[src/rtl/memaccess_hs_if.sv]
// Data-memory port of the DLX MEM stage: a req/ack handshake with wait states.
interface memaccess_hs_if;
  logic        mem_req;
  logic        mem_we;
  logic [3:0]  mem_be;
  logic [31:0] mem_addr;
  logic [31:0] mem_wdata;
  logic [31:0] mem_rdata;
  logic        mem_ack;

  modport master (
    output mem_req, mem_we, mem_be, mem_addr, mem_wdata,
    input  mem_rdata, mem_ack
  );
  modport slave (
    input  mem_req, mem_we, mem_be, mem_addr, mem_wdata,
    output mem_rdata, mem_ack
  );
endinterface

[src/rtl/memaccess_hs.sv]
// DLX MEM stage (IR4->IR5) with a handshaked data memory, byte lanes, sign
// extension, misalignment detection and access timeout.
module memaccess_hs #(
  parameter bit          BIG_ENDIAN  = 1'b0,
  parameter bit          ALIGN_CHECK = 1'b1,
  parameter int unsigned TIMEOUT_CYC = 16
) (
  input  logic           clock4,
  input  logic           reset4,
  input  logic           valid_in4,
  input  logic [31:0]    inst_in4,
  input  logic [31:0]    alu_in4,
  input  logic [31:0]    bin4,
  output logic           stall_out4,
  memaccess_hs_if.master mem,
  output logic [31:0]    inst_out4,
  output logic [31:0]    alu_out4,
  output logic [31:0]    loadmemdata_out,
  output logic           valid_out4,
  output logic           misalign_err,
  output logic           timeout_err
);
  localparam logic [5:0] OP_LB = 6'b000001, OP_LBU = 6'b000010, OP_LH = 6'b000011,
                         OP_LHU = 6'b000100, OP_LW = 6'b000101,
                         OP_SB = 6'b001000, OP_SH = 6'b001001, OP_SW = 6'b001010;
  localparam logic [7:0] TO_CYC = 8'(TIMEOUT_CYC);

  typedef enum logic {IDLE, ACCESS} state_t;

  state_t      state_q;
  logic [7:0]  cnt_q;
  logic [31:0] inst_q, alu_q;
  logic [1:0]  lo_q;

  logic [5:0]  op_in;
  logic        is_ld, is_st, is_half, is_word, is_byte, mis_d;
  logic [1:0]  lo_d, lane_d, lane_r;
  logic [3:0]  be_d;
  logic [31:0] wdata_d, ld_d;
  logic [7:0]  byte_r;
  logic [15:0] half_r;

  assign stall_out4 = (state_q == ACCESS);

  always_comb begin
    op_in   = inst_in4[31:26];
    is_ld   = op_in inside {OP_LB, OP_LBU, OP_LH, OP_LHU, OP_LW};
    is_st   = op_in inside {OP_SB, OP_SH, OP_SW};
    is_half = op_in inside {OP_LH, OP_LHU, OP_SH};
    is_word = op_in inside {OP_LW, OP_SW};
    is_byte = op_in inside {OP_LB, OP_LBU, OP_SB};
    mis_d   = (is_half && alu_in4[0]) || (is_word && (alu_in4[1:0] != 2'b00));
    // Without the check, misaligned accesses are squashed onto the natural boundary.
    lo_d = alu_in4[1:0];
    if (!ALIGN_CHECK) begin
      if (is_half) lo_d[0] = 1'b0;
      if (is_word) lo_d    = 2'b00;
    end
    lane_d  = BIG_ENDIAN ? (2'd3 - lo_d) : lo_d;
    be_d    = 4'b1111;
    wdata_d = bin4;
    if (is_st && is_byte) begin
      be_d    = 4'b0001 << lane_d;
      wdata_d = {4{bin4[7:0]}};
    end else if (is_st && is_half) begin
      be_d    = (lo_d[1] ^ BIG_ENDIAN) ? 4'b1100 : 4'b0011;
      wdata_d = {2{bin4[15:0]}};
    end
  end

  always_comb begin
    lane_r = BIG_ENDIAN ? (2'd3 - lo_q) : lo_q;
    byte_r = mem.mem_rdata[{lane_r, 3'b000} +: 8];
    half_r = (lo_q[1] ^ BIG_ENDIAN) ? mem.mem_rdata[31:16] : mem.mem_rdata[15:0];
    ld_d   = 32'd0;
    case (inst_q[31:26])
      OP_LB:   ld_d = {{24{byte_r[7]}}, byte_r};
      OP_LBU:  ld_d = {24'd0, byte_r};
      OP_LH:   ld_d = {{16{half_r[15]}}, half_r};
      OP_LHU:  ld_d = {16'd0, half_r};
      OP_LW:   ld_d = mem.mem_rdata;
      default: ld_d = 32'd0;
    endcase
  end

  always_ff @(posedge clock4) begin
    if (reset4) begin
      state_q         <= IDLE;
      cnt_q           <= 8'd0;
      inst_q          <= 32'd0;
      alu_q           <= 32'd0;
      lo_q            <= 2'd0;
      mem.mem_req     <= 1'b0;
      mem.mem_we      <= 1'b0;
      mem.mem_be      <= 4'd0;
      mem.mem_addr    <= 32'd0;
      mem.mem_wdata   <= 32'd0;
      inst_out4       <= 32'd0;
      alu_out4        <= 32'd0;
      loadmemdata_out <= 32'd0;
      valid_out4      <= 1'b0;
      misalign_err    <= 1'b0;
      timeout_err     <= 1'b0;
    end else begin
      misalign_err <= 1'b0;
      timeout_err  <= 1'b0;
      case (state_q)
        IDLE: begin
          if (!valid_in4) begin
            valid_out4      <= 1'b0;
            inst_out4       <= 32'd0;
            loadmemdata_out <= 32'd0;
          end else if (!(is_ld || is_st) || (ALIGN_CHECK && mis_d)) begin
            inst_out4       <= inst_in4;
            alu_out4        <= alu_in4;
            loadmemdata_out <= 32'd0;
            valid_out4      <= 1'b1;
            misalign_err    <= (is_ld || is_st) && mis_d;
          end else begin
            mem.mem_req   <= 1'b1;
            mem.mem_we    <= is_st;
            mem.mem_be    <= be_d;
            mem.mem_addr  <= {alu_in4[31:2], 2'b00};
            mem.mem_wdata <= wdata_d;
            inst_q        <= inst_in4;
            alu_q         <= alu_in4;
            lo_q          <= lo_d;
            valid_out4    <= 1'b0;
            cnt_q         <= 8'd1;
            state_q       <= ACCESS;
          end
        end
        ACCESS: begin
          // An ack in the final allowed cycle still completes the access.
          if (mem.mem_ack || (cnt_q == TO_CYC)) begin
            mem.mem_req     <= 1'b0;
            inst_out4       <= inst_q;
            alu_out4        <= alu_q;
            loadmemdata_out <= mem.mem_ack ? ld_d : 32'd0;
            valid_out4      <= 1'b1;
            timeout_err     <= !mem.mem_ack;
            state_q         <= IDLE;
          end else begin
            cnt_q <= cnt_q + 8'd1;
          end
        end
        default: state_q <= IDLE;
      endcase
    end
  end
endmodule

[src/flat_wrapper.sv]
// flat-port wrapper written by rule: the top's interface ports become plain ports
module memaccess_hs_flat 
#(
  parameter bit          BIG_ENDIAN  = 1'b0,
  parameter bit          ALIGN_CHECK = 1'b1,
  parameter int unsigned TIMEOUT_CYC = 16
)
  (clock4, reset4, valid_in4, inst_in4, alu_in4, bin4, stall_out4, inst_out4, alu_out4, loadmemdata_out, valid_out4, misalign_err, timeout_err, mem_mem_req, mem_mem_we, mem_mem_be, mem_mem_addr, mem_mem_wdata, mem_mem_rdata, mem_mem_ack);
  memaccess_hs_if mem_i ();
  input  logic clock4;
  input  logic reset4;
  input  logic valid_in4;
  input  logic [31:0] inst_in4;
  input  logic [31:0] alu_in4;
  input  logic [31:0] bin4;
  output logic stall_out4;
  output logic [31:0] inst_out4;
  output logic [31:0] alu_out4;
  output logic [31:0] loadmemdata_out;
  output logic valid_out4;
  output logic misalign_err;
  output logic timeout_err;
  output wire logic [$bits(mem_i.mem_req)-1:0] mem_mem_req;
  output wire logic [$bits(mem_i.mem_we)-1:0] mem_mem_we;
  output wire logic [$bits(mem_i.mem_be)-1:0] mem_mem_be;
  output wire logic [$bits(mem_i.mem_addr)-1:0] mem_mem_addr;
  output wire logic [$bits(mem_i.mem_wdata)-1:0] mem_mem_wdata;
  input wire logic [$bits(mem_i.mem_rdata)-1:0] mem_mem_rdata;
  input wire logic [$bits(mem_i.mem_ack)-1:0] mem_mem_ack;
  assign mem_mem_req = mem_i.mem_req;
  assign mem_mem_we = mem_i.mem_we;
  assign mem_mem_be = mem_i.mem_be;
  assign mem_mem_addr = mem_i.mem_addr;
  assign mem_mem_wdata = mem_i.mem_wdata;
  assign mem_i.mem_rdata = mem_mem_rdata;
  assign mem_i.mem_ack = mem_mem_ack;
  memaccess_hs #(.BIG_ENDIAN(BIG_ENDIAN), .ALIGN_CHECK(ALIGN_CHECK), .TIMEOUT_CYC(TIMEOUT_CYC)) u_core (.clock4(clock4), .reset4(reset4), .valid_in4(valid_in4), .inst_in4(inst_in4), .alu_in4(alu_in4), .bin4(bin4), .stall_out4(stall_out4), .mem(mem_i), .inst_out4(inst_out4), .alu_out4(alu_out4), .loadmemdata_out(loadmemdata_out), .valid_out4(valid_out4), .misalign_err(misalign_err), .timeout_err(timeout_err));
endmodule
[config.mk]
export PLATFORM = sky130hd
export DESIGN_NAME = memaccess_hs_flat
export DESIGN_NICKNAME = d
export VERILOG_FILES = /design/src/rtl/memaccess_hs_if.sv /design/src/rtl/memaccess_hs.sv /design/src/flat_wrapper.sv
export SDC_FILE = /design/constraint.sdc
export NUM_CORES = 1
export LEC_CHECK = 0
export CORE_ASPECT_RATIO = 0.5
export CORE_MARGIN = 4
export CORE_UTILIZATION = 50
export DETAILED_ROUTE_END_ITERATION = 8
export GPL_ROUTABILITY_DRIVEN = 0
export PLACE_DENSITY = 0.82
export SYNTH_ARGS = -nofsm -noshare
export SYNTH_HDL_FRONTEND = slang
export SYNTH_SLANG_ARGS = --single-unit
[constraint.sdc]
create_clock -name clock4 -period 5.4 [get_ports clock4]
set_clock_uncertainty 0.15 [all_clocks]
set_input_delay 1.08 -clock clock4 [delete_from_list [all_inputs] [get_ports clock4]]
set_output_delay 1.08 -clock clock4 [all_outputs]
set_load 0.03 [all_outputs]
==> results_dict.tcl, run 1 <==
set metrics [dict create \
    p_seq_frac 0.450 \
    wire_per_inst_um 19.5 \
    setup_tns_ps 0 \
    root_buffer "clkbuf_16" \
    slowest_delay_ps 750 \
    insertion_delay_ps 500 \
    dr.pass1.iters 5 \
    syn-instance-count 1252 \
    htreeDepth 1 \
    grt_pass1_vias 10000 \
    crit_path_end_kind "register" \
    place_area_um2 13400 \
    hp-class "reg2reg" \
    synth_area_leader_cell "dfxtp_1" \
    synth_ff_type "dfxtp_1" \
    pin_count 302 \
    worstSetupPathType "in2reg" \
    yosys_warnings 0 \
    synthMuxAreaShare 0.0679 \
    hold_viol_final 0 \
    synth_xor_area_frac 0.00317 \
    vias_per_cell 6.08 \
    status "completed" \
    p_switching_mw 0.991 \
    synthTopCellsByArea "dfxtp_1 (39%), a21oi_1 (5.4%), o21ai_0 (5.3%)" \
    port_buffers 299 \
    power_density_nw_per_um2 262 \
    tightest_slew_ps 1310 \
    path_cells "clkdlybuf4s50_1, and4bb_2, o21a_1, o211ai_4, buf_12, a21oi_1, a311oi_1" \
    core_um2 20700 \
    swShare 0.271 \
    slew_viol_final 0 \
    rsz0062_at_grt "false" \
    worst_hold_path.num_cells 1 \
    p_leak_nw 4.67 \
    ff2ff_path_depth 7 \
    avgSynthCellArea_um2 8.50 \
    crit_required_ps 5630 \
    drive_gt1_frac 0.101 \
    min_period_ps 3770 \
    clkTransAtPathRegs_ps 70 \
    dpl.hpwl_mm 22.4 \
    fin_area_um2 14000 \
    fp-row-count 37 \
    yosysTopAreaCellShare 0.395 \
    yosysMostFrequentCell "dfxtp_1" \
    cts_buffers 20 \
    nets 1562 \
    min_period_over_period 0.697 \
    synth_compound_area_frac 0.281 \
    hold_ws_ps 304 \
    cellInternalPower_mw 2.67 \
    synth_edf_count 0 \
    relSlewSlack 0.129 \
    post_cts_buffers 0 \
    num_antenna_cells 0 \
    drv_cap 0 \
    start_util 0.513 \
    overflow 0 \
    yosys.area_share.adder 0.00235 \
    crit_slowest_cell "clkdlybuf4s50_1" \
    cp-start-kind "input port" \
    mappedNetlistArea_um2 10600 \
    setup_viol 0 \
    synth_top_family_by_area "compound AO/OA/AOI/OAI gates" \
    clock-sinks 210 \
    async_reset_ff_frac 0 \
    grt_max_degree 126 \
    arrival_ps 4000 \
    wl_mm 33.4 \
    cts-resized-gates 0 \
    die-area_um2 23800 \
    yosys.area_share.simple 0.156 \
    cts_buffer_depth 3 \
    area_growth_pct 31.4 \
    ant_nets 0 \
    ys_types 73 \
    vdd_drop_max_mv 0.183 \
    grt_usage 0.265 \
    die_width_um 214 \
    critPathMaxFanout 98 \
    pwr-share-comb 0.173 \
    synth_common_cells "dfxtp_1 (210), a21oi_1 (115), o21ai_0 (112)" \
    clock_power_share 0.377 \
    routed-via-count 10400 \
    fmax_mhz 266 \
    die_y_um 111 \
    drt-initial-drc-count 1008 \
    antenna_found_initial 0 \
    cts_tree "built" \
    cts_hold_buf 0 \
    grt_pass1_wl_mm 53.7 \
    drc 0 \
    yosysSeqAreaShare 0.395 \
    yosys_register_bits 210 \
]
-- cell usage in the layout, fill, tap and decap left out, types with 7 or more instances in the layout --
master,count
clkdlybuf4s50_1,298
dfxtp_1,209
a21oi_1,114
o21ai_0,112
nand2_1,110
nand3_1,74
nor3_1,46
a211oi_1,45
a31oi_1,39
inv_1,38
mux2_2,38
nor4_1,33
a211oi_2,29
mux2i_1,25
clkbuf_16,21
nor2_1,20
buf_4,18
a21o_1,17
o2bb2ai_1,16
a311oi_1,13
nand2b_1,11
a211o_1,10
a221oi_1,9
a32o_1,7
-- power by group through the flow --
stage	Combinational (mW)	Sequential (mW)	Clock, mW
4_1_cts	0.632	1.65	1.40
3_5_place_dp	0.630	1.68	0
3_3_place_gp	0.616	1.68	0
2_1_floorplan	0.278	1.76	0
5_1_grt	0.676	1.66	1.46
6_report	0.634	1.65	1.38
-- state kept, by name, indices dropped and copies added, names as in the netlist --
register and count:
u_core.alu_q 30, u_core.valid_out4 1, u_core.mem.mem_be 4, u_core.cnt_q 8, u_core.alu_out4 32, u_core.mem.mem_wdata 32
u_core.mem.mem_addr 1, u_core.mem.mem_we 1, u_core.inst_q 32, u_core.lane_r 1, u_core.timeout_err 1, u_core.mem.mem_req 1
u_core.loadmemdata_out 32, u_core.stall_out4 1, u_core.misalign_err 1, u_core.inst_out4 32
-- critical path: cells and delay by family --
kind                   cells  cell delay (ps)
AOI/OAI and AO/OA          4             1370
and+or+nand+nor            1              300
buffers and inverters      2             1180
-- cell type report --
cell class | count | area (um^2)
sequential | 210 | 4210
clock inverter | 4 | 20.0
multi-input combinational | 839 | 5490
tap | 273 | 342
clock buffer | 31 | 613
inverter | 38 | 143
timing repair buffer | 319 | 3170
fill | 1734 | 6750
-- routing by layer --
| layer | track usage | vias up | wire [um] |
|---|---|---|---|
| met5 | 0 | - | 0 |
| met3 | 0.0507 | 66 | 2110 |
| li1 | - | 4912 | - |
| met4 | 0.0794 | 0 | 951 |
| met1 | 0.349 | 5013 | 14100 |
| met2 | 0.444 | 427 | 16200 |
-- worst paths after layout --
path / slack [ps] / from / endpoint
min: 300 / u_core.loadmemdata_out[31] / u_core.loadmemdata_out[31]
max reg2reg: 2160 / u_core.cnt_q[0] / u_core.alu_out4[10]
min reg2reg: 300 / u_core.loadmemdata_out[31] / u_core.loadmemdata_out[31]
max: 1630 / inst_in4[27] / u_core.mem.mem_wdata[17]
-- logic make-up after synthesis --
| group | count (synthesis) |
|---|---|
| AOI/OAI and AO/OA | 438 |
| and+or+nand+nor | 329 |
| DFF | 210 |
| buffers and inverters | 204 |
| muxes | 65 |
| xor gates and xnor gates | 3 |
| adders and majority gates | 2 |
| other | 1 |
-- per-stage QoR --
step           setup slack [ps]  total power [mW]   util  std cells
3_5_place_dp               1210              2.31  0.644       1679
4_1_cts                    1670              3.68  0.674       1714
2_1_floorplan              2550              2.04      -       1253
5_1_grt                    1470              3.79  0.674       1714
6_report                   1630              3.66  0.674       1714
3_3_place_gp               1360              2.30  0.644       1679
No activity file was read; power rests on OpenSTA's default activity.
==> run 2, diff against run 1 <==
- CORE_UTILIZATION: 50 -> 44
- PLACE_DENSITY: 0.82 -> 0.77
- clock period: 5.4 -> 3.3 ns (I/O delays scaled with it)
==> results_dict.tcl, run 2 (synthesis results as in run 1) <==
set metrics [dict create \
    ant_nets 0 \
    crit_required_ps 2490 \
    htreeDepth 1 \
    wire_per_inst_um 20.0 \
    use_met3 0.0268 \
    hold_viol_final 0 \
    place_ws_ps 75.4 \
    r2r_start "u_core.cnt_q[0]" \
    num_antenna_cells 0 \
    cts_buffers 20 \
    cts_tree "built" \
    fill_cells 1890 \
    slowest_delay_ps 780 \
    antenna_found_initial 0 \
    grt_pass1_wl_mm 56.0 \
    clock_power_share 0.388 \
    min_period_ps 2830 \
    setup_ws_ps 468 \
    cp-start-kind "register" \
    core_um2 23300 \
    die-area_um2 26900 \
    area_growth_pct 34.5 \
    grt_pass1_vias 10300 \
    place_area_um2 13600 \
    clock-sinks 210 \
    post_cts_buffers 0 \
    grt_usage 0.244 \
    cellInternalPower_mw 4.49 \
    slew_viol_final 0 \
    hp-class "reg2reg" \
    tightest_slew_ps 1240 \
    root_buffer "clkbuf_16" \
    critPathMaxFanout 44 \
    start_util 0.457 \
    pwr-share-comb 0.174 \
    vdd_drop_max_mv 0.222 \
    pin_count 302 \
    setup_viol 0 \
    drt-initial-drc-count 1139 \
    relSlewSlack 0.173 \
    fmax_mhz 353 \
    dr.pass1.iters 7 \
    power_density_nw_per_um2 430 \
    layout_commonest_cell "clkdlybuf4s50_1" \
    drv_cap 0 \
    rsz0062_at_grt "false" \
    min_period_over_period 0.858 \
    wl_mm 35.3 \
    critPathTopFamily "buffers and inverters" \
    crit_path_end_kind "output port" \
    drc 0 \
    cts_buffer_depth 3 \
    cts_hold_buf 0 \
    utilization 0.615 \
    overflow 0 \
    met2_usage 0.422 \
    worstSetupPathType "reg2out" \
    worst-path-buf-inv 1 \
    grt_max_degree 77 \
    status "completed" \
    dpl.hpwl_mm 24.1 \
    swShare 0.272 \
    die_y_um 118 \
    setup_tns_ps 0 \
    crit_start "u_core.stall_out4" \
    p_switching_mw 1.67 \
    vias_per_cell 6.00 \
    p_seq_frac 0.438 \
    p_leak_nw 4.82 \
    layout_common_cells "clkdlybuf4s50_1 (298), dfxtp_1 (209), a21oi_1 (114)" \
    insertion_delay_ps 500 \
    arrival_ps 2020 \
    drive_gt1_frac 0.114 \
    clkTransAtPathRegs_ps 70 \
    nets 1580 \
    grt-busiest-layer "met2" \
    grt_use_met1 0.320 \
    die_width_um 228 \
    fin_area_um2 14300 \
    fp-row-count 39 \
    path_cells "clkdlybuf4s50_1" \
    crit_slowest_cell "clkdlybuf4s50_1" \
    hp-start "u_core.loadmemdata_out[30]" \
    port_buffers 299 \
    routed-via-count 10600 \
]
==> run 2: cell count changes in the layout (fill, tap and decap cells not counted), sizes merged <==
cell and delta:
bufinv +2, clkinv +2, buf +18, clkbuf -3
==> run 2: worst paths after layout <==
| kind | endpoint | slack (ps) | cells past startpoint |
|---|---|---|---|
| hold / removal | u_core.loadmemdata_out[30] | 300 | 1 |
| setup / recovery | stall_out4 | 470 | 1 |
| setup reg to reg | u_core.alu_out4[14] | 550 | 7 |
| hold reg to reg | u_core.loadmemdata_out[30] | 300 | 1 |
==> run 2: repair_timing <==
item,in CTS,in global routing
gates resized for setup,0,1
endpoints found under the hold margin,0,0
setup endpoints to repair,0,30
==> run 2: final cells by class <==
class                           instances  area (um^2)  area share
Inverter                               38          143     0.00996
Timing Repair Buffer                  337         3420       0.239
Tap cell                              307          384      0.0268
Sequential cell                       210         4210       0.294
Multi-Input combinational cell        839         5490       0.384
Clock buffer                           28          571      0.0398
Clock inverter                          8          101     0.00708
==> run 2: per-stage QoR <==
stage                     hold WS [ps]  cells  total power, mW
after detailed placement           291   1731             3.81
after global routing               332   1767             6.38
after floorplan                    304   1253             3.34
after global placement             285   1731             3.79
final                              305   1767             6.16
after CTS                          307   1767             6.18
==> run 2: power groups by stage <==
stage / Combinational [mW] / Sequential, mW / Clock, mW
CTS: 1.07 / 2.69 / 2.41
detailed placement: 1.06 / 2.75 / 0
finish: 1.07 / 2.70 / 2.39
global placement: 1.05 / 2.75 / 0
floorplan: 0.454 / 2.88 / 0
global route: 1.14 / 2.71 / 2.54
==> run 2: routing by layer <==
layer | up-vias | routed length [um]
li1 | 4963 | -
met1 | 5043 | 15000
met2 | 503 | 17000
met3 | 85 | 2060
met4 | 0 | 1230
met5 | - | 0
